===== src/rtl/ctrl_pipeline.sv =====
`default_nettype none
// ============================================================================
//  Module      : ctrl_pipeline
//  Description : Control-side pipeline behind the main decoder. Carries the
//                per-instruction control bundle from ID through EX, MEM and WB,
//                detects load-use hazards (stall + bubble), resolves EX-stage
//                redirects (flush), produces EX operand forwarding selects and
//                keeps saturating stall/flush event counters.
//  Ports       : clk, reset (sync, active-low)
//                id_valid, id_ctrl[9:0], id_rs1/rs2/rd   - ID stage inputs
//                ex_br_cond                              - EX compare result
//                ex_valid, ex_ctrl, ex_rd                - EX stage state
//                mem_valid/memread/memwrite/memtoreg/regwrite, mem_rd
//                wb_valid/memtoreg/regwrite, wb_rd
//                pc_write_en, if_id_write_en, if_id_flush, redirect
//                fwd_a, fwd_b (00 regfile, 10 MEM, 01 WB)
//                stall_cnt, flush_cnt                    - saturating counters
//  id_ctrl     : {ALUSrc, MemtoReg, RegWrite, MemRead, MemWrite,
//                 ALUOp[1:0], Branch, jal, jalr}
//  Revision    : 1.0 - initial release
// ============================================================================
module ctrl_pipeline #(
    parameter int RA_W  = 5,
    parameter int CNT_W = 16
) (
    input  logic             clk,
    input  logic             reset,
    input  logic             id_valid,
    input  logic [9:0]       id_ctrl,
    input  logic [RA_W-1:0]  id_rs1,
    input  logic [RA_W-1:0]  id_rs2,
    input  logic [RA_W-1:0]  id_rd,
    input  logic             ex_br_cond,
    output logic             ex_valid,
    output logic [9:0]       ex_ctrl,
    output logic [RA_W-1:0]  ex_rd,
    output logic             mem_valid,
    output logic             mem_memread,
    output logic             mem_memwrite,
    output logic             mem_memtoreg,
    output logic             mem_regwrite,
    output logic [RA_W-1:0]  mem_rd,
    output logic             wb_valid,
    output logic             wb_memtoreg,
    output logic             wb_regwrite,
    output logic [RA_W-1:0]  wb_rd,
    output logic             pc_write_en,
    output logic             if_id_write_en,
    output logic             if_id_flush,
    output logic             redirect,
    output logic [1:0]       fwd_a,
    output logic [1:0]       fwd_b,
    output logic [CNT_W-1:0] stall_cnt,
    output logic [CNT_W-1:0] flush_cnt
);

    // Bit positions inside the control bundle
    localparam int c_MEMTOREG = 8;
    localparam int c_REGWRITE = 7;
    localparam int c_MEMREAD  = 6;
    localparam int c_MEMWRITE = 5;
    localparam int c_BRANCH   = 2;
    localparam int c_JAL      = 1;
    localparam int c_JALR     = 0;

    localparam logic [CNT_W-1:0] c_CNT_ONE = {{(CNT_W-1){1'b0}}, 1'b1};
    localparam logic [CNT_W-1:0] c_CNT_MAX = {CNT_W{1'b1}};
    localparam logic [RA_W-1:0]  c_X0      = '0;

    // EX stage
    logic             r_ex_valid;
    logic [9:0]       r_ex_ctrl;
    logic [RA_W-1:0]  r_ex_rs1;
    logic [RA_W-1:0]  r_ex_rs2;
    logic [RA_W-1:0]  r_ex_rd;
    // MEM stage
    logic             r_mem_valid;
    logic             r_mem_memread;
    logic             r_mem_memwrite;
    logic             r_mem_memtoreg;
    logic             r_mem_regwrite;
    logic [RA_W-1:0]  r_mem_rd;
    // WB stage
    logic             r_wb_valid;
    logic             r_wb_memtoreg;
    logic             r_wb_regwrite;
    logic [RA_W-1:0]  r_wb_rd;
    // Counters
    logic [CNT_W-1:0] r_stall_cnt;
    logic [CNT_W-1:0] r_flush_cnt;

    logic             w_hazard;
    logic             w_redirect;
    logic             w_bubble;
    logic             w_mem_fwd_ok;
    logic             w_wb_fwd_ok;

    // ------------------------------------------------------------------
    // Hazard / redirect detection
    // ------------------------------------------------------------------
    always_comb begin
        w_hazard   = r_ex_valid & r_ex_ctrl[c_MEMREAD] & (r_ex_rd != c_X0) & id_valid &
                     ((r_ex_rd == id_rs1) | (r_ex_rd == id_rs2));
        w_redirect = r_ex_valid & ((r_ex_ctrl[c_BRANCH] & ex_br_cond) |
                                   r_ex_ctrl[c_JAL] | r_ex_ctrl[c_JALR]);
        // A redirect kills the wrong-path ID instruction, so any hazard it
        // raised is irrelevant and the front end keeps moving.
        w_bubble   = w_redirect | w_hazard | ~id_valid;
    end

    assign pc_write_en    = w_redirect | ~w_hazard;
    assign if_id_write_en = w_redirect | ~w_hazard;
    assign if_id_flush    = w_redirect;
    assign redirect       = w_redirect;

    // ------------------------------------------------------------------
    // Forwarding selects (MEM wins over WB; x0 never forwards)
    // ------------------------------------------------------------------
    always_comb begin
        w_mem_fwd_ok = r_mem_valid & r_mem_regwrite & (r_mem_rd != c_X0);
        w_wb_fwd_ok  = r_wb_valid & r_wb_regwrite & (r_wb_rd != c_X0);
        fwd_a = 2'b00;
        fwd_b = 2'b00;
        if (r_ex_valid) begin
            if (w_mem_fwd_ok && (r_mem_rd == r_ex_rs1))     fwd_a = 2'b10;
            else if (w_wb_fwd_ok && (r_wb_rd == r_ex_rs1))  fwd_a = 2'b01;
            if (w_mem_fwd_ok && (r_mem_rd == r_ex_rs2))     fwd_b = 2'b10;
            else if (w_wb_fwd_ok && (r_wb_rd == r_ex_rs2))  fwd_b = 2'b01;
        end
    end

    // ------------------------------------------------------------------
    // Stage registers. Bubbles are stored with all-zero fields, so every
    // downstream control is naturally zero for an invalid stage.
    // ------------------------------------------------------------------
    always_ff @(posedge clk) begin
        if (!reset) begin
            r_ex_valid     <= 1'b0;
            r_ex_ctrl      <= '0;
            r_ex_rs1       <= '0;
            r_ex_rs2       <= '0;
            r_ex_rd        <= '0;
            r_mem_valid    <= 1'b0;
            r_mem_memread  <= 1'b0;
            r_mem_memwrite <= 1'b0;
            r_mem_memtoreg <= 1'b0;
            r_mem_regwrite <= 1'b0;
            r_mem_rd       <= '0;
            r_wb_valid     <= 1'b0;
            r_wb_memtoreg  <= 1'b0;
            r_wb_regwrite  <= 1'b0;
            r_wb_rd        <= '0;
        end else begin
            if (w_bubble) begin
                r_ex_valid <= 1'b0;
                r_ex_ctrl  <= '0;
                r_ex_rs1   <= '0;
                r_ex_rs2   <= '0;
                r_ex_rd    <= '0;
            end else begin
                r_ex_valid <= 1'b1;
                r_ex_ctrl  <= id_ctrl;
                r_ex_rs1   <= id_rs1;
                r_ex_rs2   <= id_rs2;
                r_ex_rd    <= id_rd;
            end

            r_mem_valid    <= r_ex_valid;
            r_mem_memread  <= r_ex_ctrl[c_MEMREAD];
            r_mem_memwrite <= r_ex_ctrl[c_MEMWRITE];
            r_mem_memtoreg <= r_ex_ctrl[c_MEMTOREG];
            r_mem_regwrite <= r_ex_ctrl[c_REGWRITE];
            r_mem_rd       <= r_ex_rd;

            r_wb_valid     <= r_mem_valid;
            r_wb_memtoreg  <= r_mem_memtoreg;
            r_wb_regwrite  <= r_mem_regwrite;
            r_wb_rd        <= r_mem_rd;
        end
    end

    // ------------------------------------------------------------------
    // Saturating event counters
    // ------------------------------------------------------------------
    always_ff @(posedge clk) begin
        if (!reset) begin
            r_stall_cnt <= '0;
            r_flush_cnt <= '0;
        end else begin
            if (w_hazard && (r_stall_cnt != c_CNT_MAX))
                r_stall_cnt <= r_stall_cnt + c_CNT_ONE;
            if (w_redirect && (r_flush_cnt != c_CNT_MAX))
                r_flush_cnt <= r_flush_cnt + c_CNT_ONE;
        end
    end

    assign ex_valid     = r_ex_valid;
    assign ex_ctrl      = r_ex_ctrl;
    assign ex_rd        = r_ex_rd;
    assign mem_valid    = r_mem_valid;
    assign mem_memread  = r_mem_memread;
    assign mem_memwrite = r_mem_memwrite;
    assign mem_memtoreg = r_mem_memtoreg;
    assign mem_regwrite = r_mem_regwrite;
    assign mem_rd       = r_mem_rd;
    assign wb_valid     = r_wb_valid;
    assign wb_memtoreg  = r_wb_memtoreg;
    assign wb_regwrite  = r_wb_regwrite;
    assign wb_rd        = r_wb_rd;
    assign stall_cnt    = r_stall_cnt;
    assign flush_cnt    = r_flush_cnt;

endmodule
`default_nettype wire


===== config.mk =====
export PLATFORM = sky130hd
export DESIGN_NAME = ctrl_pipeline
export DESIGN_NICKNAME = d
export VERILOG_FILES = /design/src/rtl/ctrl_pipeline.sv
export SDC_FILE = /design/constraint.sdc
export NUM_CORES = 1
export LEC_CHECK = 0
export CORE_ASPECT_RATIO = 0.6
export CORE_MARGIN = 3
export CORE_UTILIZATION = 40
export DETAILED_ROUTE_END_ITERATION = 12
export PLACE_DENSITY = 0.7
export SYNTH_ARGS = -nofsm -noshare
export SYNTH_HDL_FRONTEND = slang
export SYNTH_SLANG_ARGS = --single-unit

===== constraint.sdc =====
create_clock -name clk -period 2.04 [get_ports clk]
set_input_delay 0.204 -clock clk [delete_from_list [all_inputs] [get_ports clk]]
set_output_delay 0.204 -clock clk [all_outputs]
set_load 0.02 [all_outputs]

# Word-level counts from Yosys, hierarchy flattened
# Cells that the tools add are included.
# classes
n_addsub,2
eq_ne,8
mux,7
bitwise,19
n_reduce_logical,10
# ops
op,count
$add 16x1->16 const B,2
$ne 16x16->1 const B,2
$eq 5x5->1,6
$reduce_bool 5->1,3
$and 1x1->1,10
$mux 2,4
$logic_and 1x1->1,6
$or 1x1->1,6
$mux 1,3
$not 1->1,3
$reduce_or 2->1,1
# word_totals
ff_bits,76
input_bits,29
output_inout_bits,74
wordCells,63

# Longest topological paths before layout
# depth
word_depth,7
mapped_depth,7
mapped_depth_nobuf,6

# Worst setup path before layout
# No wires, ideal clock.
# synth_path
path_type,register to output
start,"reg r_mem_rd[1], in the netlist mem_rd[1]"
end,out fwd_a[0]
arrival_ps,1940
required_time_ps,1836
slack_ps,-104
stages_incl_launch_ff,5
n_path_buf,0
path_cell_list,dfxtp_1 -> or4_1 -> o211ai_1 -> nor4_1 -> nor4_1
# synth_between
elab_chain_cells,5
elab_cells_between_ends,6
cone_classes,1 x eq/ne; 2 x mux; 1 x bitwise; 2 x reduce/logical
# synth_rtl
item,line_no,source
from (decl),82,logic [RA_W-1:0] r_mem_rd;
from (signal assigned),173,r_mem_rd <= r_ex_rd;
$reduce_bool 5->1,120,w_mem_fwd_ok = r_mem_valid & r_mem_regwrite & (r_mem_rd != c_X0);
$and 1x1->1,120,
$logic_and 1x1->1 (*),125,if (w_mem_fwd_ok && (r_mem_rd == r_ex_rs1)) fwd_a = 2'b10;
$mux 2 (*),125,
$mux 2 (*),124,if (r_ex_valid) begin
to (decl),51,"output logic [1:0] fwd_a,"
# Every way passes the cells marked *; elsewhere a longest branch is shown, timed or not.

# Final worst setup path
# layout_path
start,"reg r_wb_rd[3], in the netlist wb_rd[3]"
end,out fwd_a[0]
# layout_between
elab_chain_cells,6
elab_cells_between_ends,7
cone_classes,1 x eq/ne; 3 x mux; 1 x bitwise; 2 x reduce/logical
# layout_rtl
item,line_no,source
from (decl),87,logic [RA_W-1:0] r_wb_rd;
from (signal assigned),178,r_wb_rd <= r_mem_rd;
$reduce_bool 5->1,121,w_wb_fwd_ok = r_wb_valid & r_wb_regwrite & (r_wb_rd != c_X0);
$and 1x1->1,121,
$logic_and 1x1->1 (*),126,else if (w_wb_fwd_ok && (r_wb_rd == r_ex_rs1)) fwd_a = 2'b01;
$mux 1 (*),126,
$mux 2 (*),125,
$mux 2 (*),124,
# Marks and branches as above.

==> out/metrics.yaml <==
floorplanning:
  dieArea_mm2: 0.00946
  fp.coreArea_mm2: 0.00798
  die_x_um: 124
  initial_core_util_pct: 41.6
  ioPinCount: 103
  placement_rows: 25
  die_h_um: 76.5
placed_design:
  gp_congestion: 0.911
  hpwl_um: 7000
  io_buffers: 102
logic_synthesis:
  synth_cell_types: 46
  ys_warn_count: 0
  ys_seq_area_share_pct: 45.9
  synthFlopType: "dfxtp_1"
  synth_top_family_by_area: "simple AND/OR/NAND/NOR gates"
  synth_seq_cells: 76
  synthAdderAreaFrac_pct: 0.754
  synth_top_area_cell: "dfxtp_1"
  yosysMostFrequentCell: "dfxtp_1"
  synth.area.mux_share_pct: 3.32
  syn_area_per_cell_um2: 9.48
  synth_top_area_share_pct: 45.9
  synthXorXnorAreaFrac_pct: 10.3
  synth-compound-area-share_pct: 6.71
  yosys.area_share.simple_pct: 30.1
  synth_edf_count: 0
  ys_top_cells_by_count: "dfxtp_1, and2_1, nand2_1"
  syn_inst: 350
  async_flop_share_pct: 0
  synth.net_count: 381
  netlist_top_cells_area: "dfxtp_1, and2_1, xor2_1, xnor2_1, mux2i_1"
  syn_area_mm2: 0.00332
critical_path:
  cp.arrival_ns: 1.89
  critPathLaunchType: "register"
  rr_worst_depth: 6
  crit_required_ns: 1.84
  crit_path_max_incr_delay_ns: 0.53
  crit_path_end_kind: "output pin"
  critPathKind: "register to output pin"
  worstPathMaxFanout: 3
  crit_chain: "buf_6 > xor2_1 > or4_4 > nor4_2 > buf_4"
  slowest_stage: "or4_4"
clocking:
  cts_tree: "done"
  clkTransAtPathRegs_ns: 0.05
  numCtsBuffers: 9
  clk-insertion-delay-late_ns: 0.33
  h-tree-depth: 3
  cts-root-buf: "clkbuf_16"
  cts_hold_buf: 0
  cts_sinks: 76
  cts_buffer_depth: 2
route:
  wire_per_inst_um: 15.0
  vias_per_cell: 4.95
  final_antenna_net_count: 0
  drtIter0Drc: 142
  drcViolationCount: 0
  drt-total-wl_um: 9200
  drt-pass1-iter-count: 4
  via_count: 3033
sta:
  setup_viol: 4
  grt_setup_unrepaired: "yes"
  min_period_ns: 2.09
  layout_worst_path_cycle_share_pct: 103
  max_freq_mhz: 477
  finalSetupTns_ns: -0.0930
  drv_slew: 0
  hold_viol: 0
  clock_skew_ns: 0.00529
  worst_pin_slew_ns: 0.553
  slew_headroom_pct: 62.8
  finalWorstSetupSlack_ns: -0.0549
worst_hold_path:
  hold_class: "input pin to register"
  hold_depth: 2
grt:
  grt_max_degree: 27
  antenna_found_initial: 0
  gr-total-overflow: 0
  grt_pass1_wl_um: 14800
  track_usage_pct: 19.8
  grt_pass1_vias: 2938
run_status:
  violations: "setup timing"
  status: "complete, but fails checks"
power:
  cellPowerDensity_mw_per_mm2: 710
  leakagePower_nw: 2.07
  ir_drop_uv: 576
layout:
  layout-drive-gt1-share_pct: 18.6
  fin_util_pct: 65.1
  antenna_cells: 0
  fin_nets: 531
  area_growth_pct: 56.7
job:
  maxCapViolCount: 0
[final cells by class]
type | count | area (um^2)
Clock buffer | 12 | 256
Clock inverter | 4 | 95.1
Fill cell | 645 | 2780
Inverter | 5 | 18.8
Multi-Input combinational cell | 256 | 1750
Sequential cell | 76 | 1530
Tap cell | 108 | 135
Timing Repair Buffer | 152 | 1410
[worst max-delay path: cells and delay by family, from the launching register on]
kind                      cells  cell delay, ns
xor gates and xnor gates      1            0.15
DFF                           1            0.32
and+or+nand+nor               2            0.80
buffers and inverters         2            0.30
[power by group]
part           internal, mW  switching [mW]
clock                  1.26           0.580
combinational         0.166           0.143
sequential             1.52          0.0270
total                  2.94           0.749
[per-layer routing]
| layer | wire length [um] | share of wire [%] | GRT usage [%] |
|---|---|---|---|
| met1 | 4690 | 51 | 28.5 |
| met2 | 3850 | 42 | 28.0 |
| met3 | 520 | 5.7 | 6.16 |
| met4 | 144 | 1.6 | 6.08 |
| met5 | 0 | 0 | 0 |
[sequential cells by signal, summed over array words and instances, names as in the netlist]
name	flops
stall_cnt	16
flush_cnt	16
r_ex_rs1	5
mem_memtoreg	1
wb_memtoreg	1
r_ex_rs2	5
mem_memread	1
wb_rd	5
mem_valid	1
ex_rd	5
ex_ctrl	10
ex_valid	1
wb_valid	1
mem_memwrite	1
wb_regwrite	1
mem_rd	5
mem_regwrite	1
[placed cells by master, fill, tap and decap left out, types with 5 or more instances in the layout]
cell type,instances
nand2_1,26
mux2i_1,11
o21ai_0,5
clkbuf_16,9
buf_4,49
nor3_1,13
or4_1,6
nand4_1,9
buf_6,6
nand3_1,17
xnor2_1,15
xor2_1,24
clkdlybuf4s50_1,94
nor2_1,18
nand2b_1,9
nor4_2,6
a21oi_1,9
dfxtp_1,72
and2_1,45
[path summary, 6_finish.rpt]
path,start,to,slack (ns)
max reg2reg,ex_rd[1],stall_cnt[11],0.12
min reg2reg,mem_memtoreg,wb_memtoreg,0.46
max,wb_rd[3],fwd_a[0],-0.05
min,id_ctrl[1],ex_ctrl[1],0.43
[kinds of logic (layout without fill, tap and decap cells)]
kind of cell | after synthesis | count (layout)
simple gates | 172 | 172
compound gates | 31 | 32
flops | 76 | 76
mux | 11 | 11
fa+ha+maj | 2 | 2
xor+xnor | 39 | 39
buf+inv | 19 | 173
[through the flow]
| stage | area, um^2 | hold WS, ns | setup slack (ns) | total power, mW | cells |
|---|---|---|---|---|---|
| floorplan | 3330 | 0.326 | 0.00178 | 1.70 | 350 |
| global placement | 4760 | 0.441 | -0.260 | 1.87 | 592 |
| detailed placement | 4760 | 0.451 | -0.312 | 1.87 | 592 |
| CTS | 5130 | 0.421 | -0.0954 | 3.72 | 609 |
| global route | 5200 | 0.432 | -0.168 | 3.82 | 613 |
| finish | 5200 | 0.432 | -0.0549 | 3.69 | 613 |
[repair_timing]
action                     CTS  global route
hold endpoints to repair     0             0
pin swaps                   11             6
setup endpoints to repair   34            36
buffers inserted             1             3
cloned                       0             1
gates resized for setup     40            12
(Power assumes the default switching activity.)
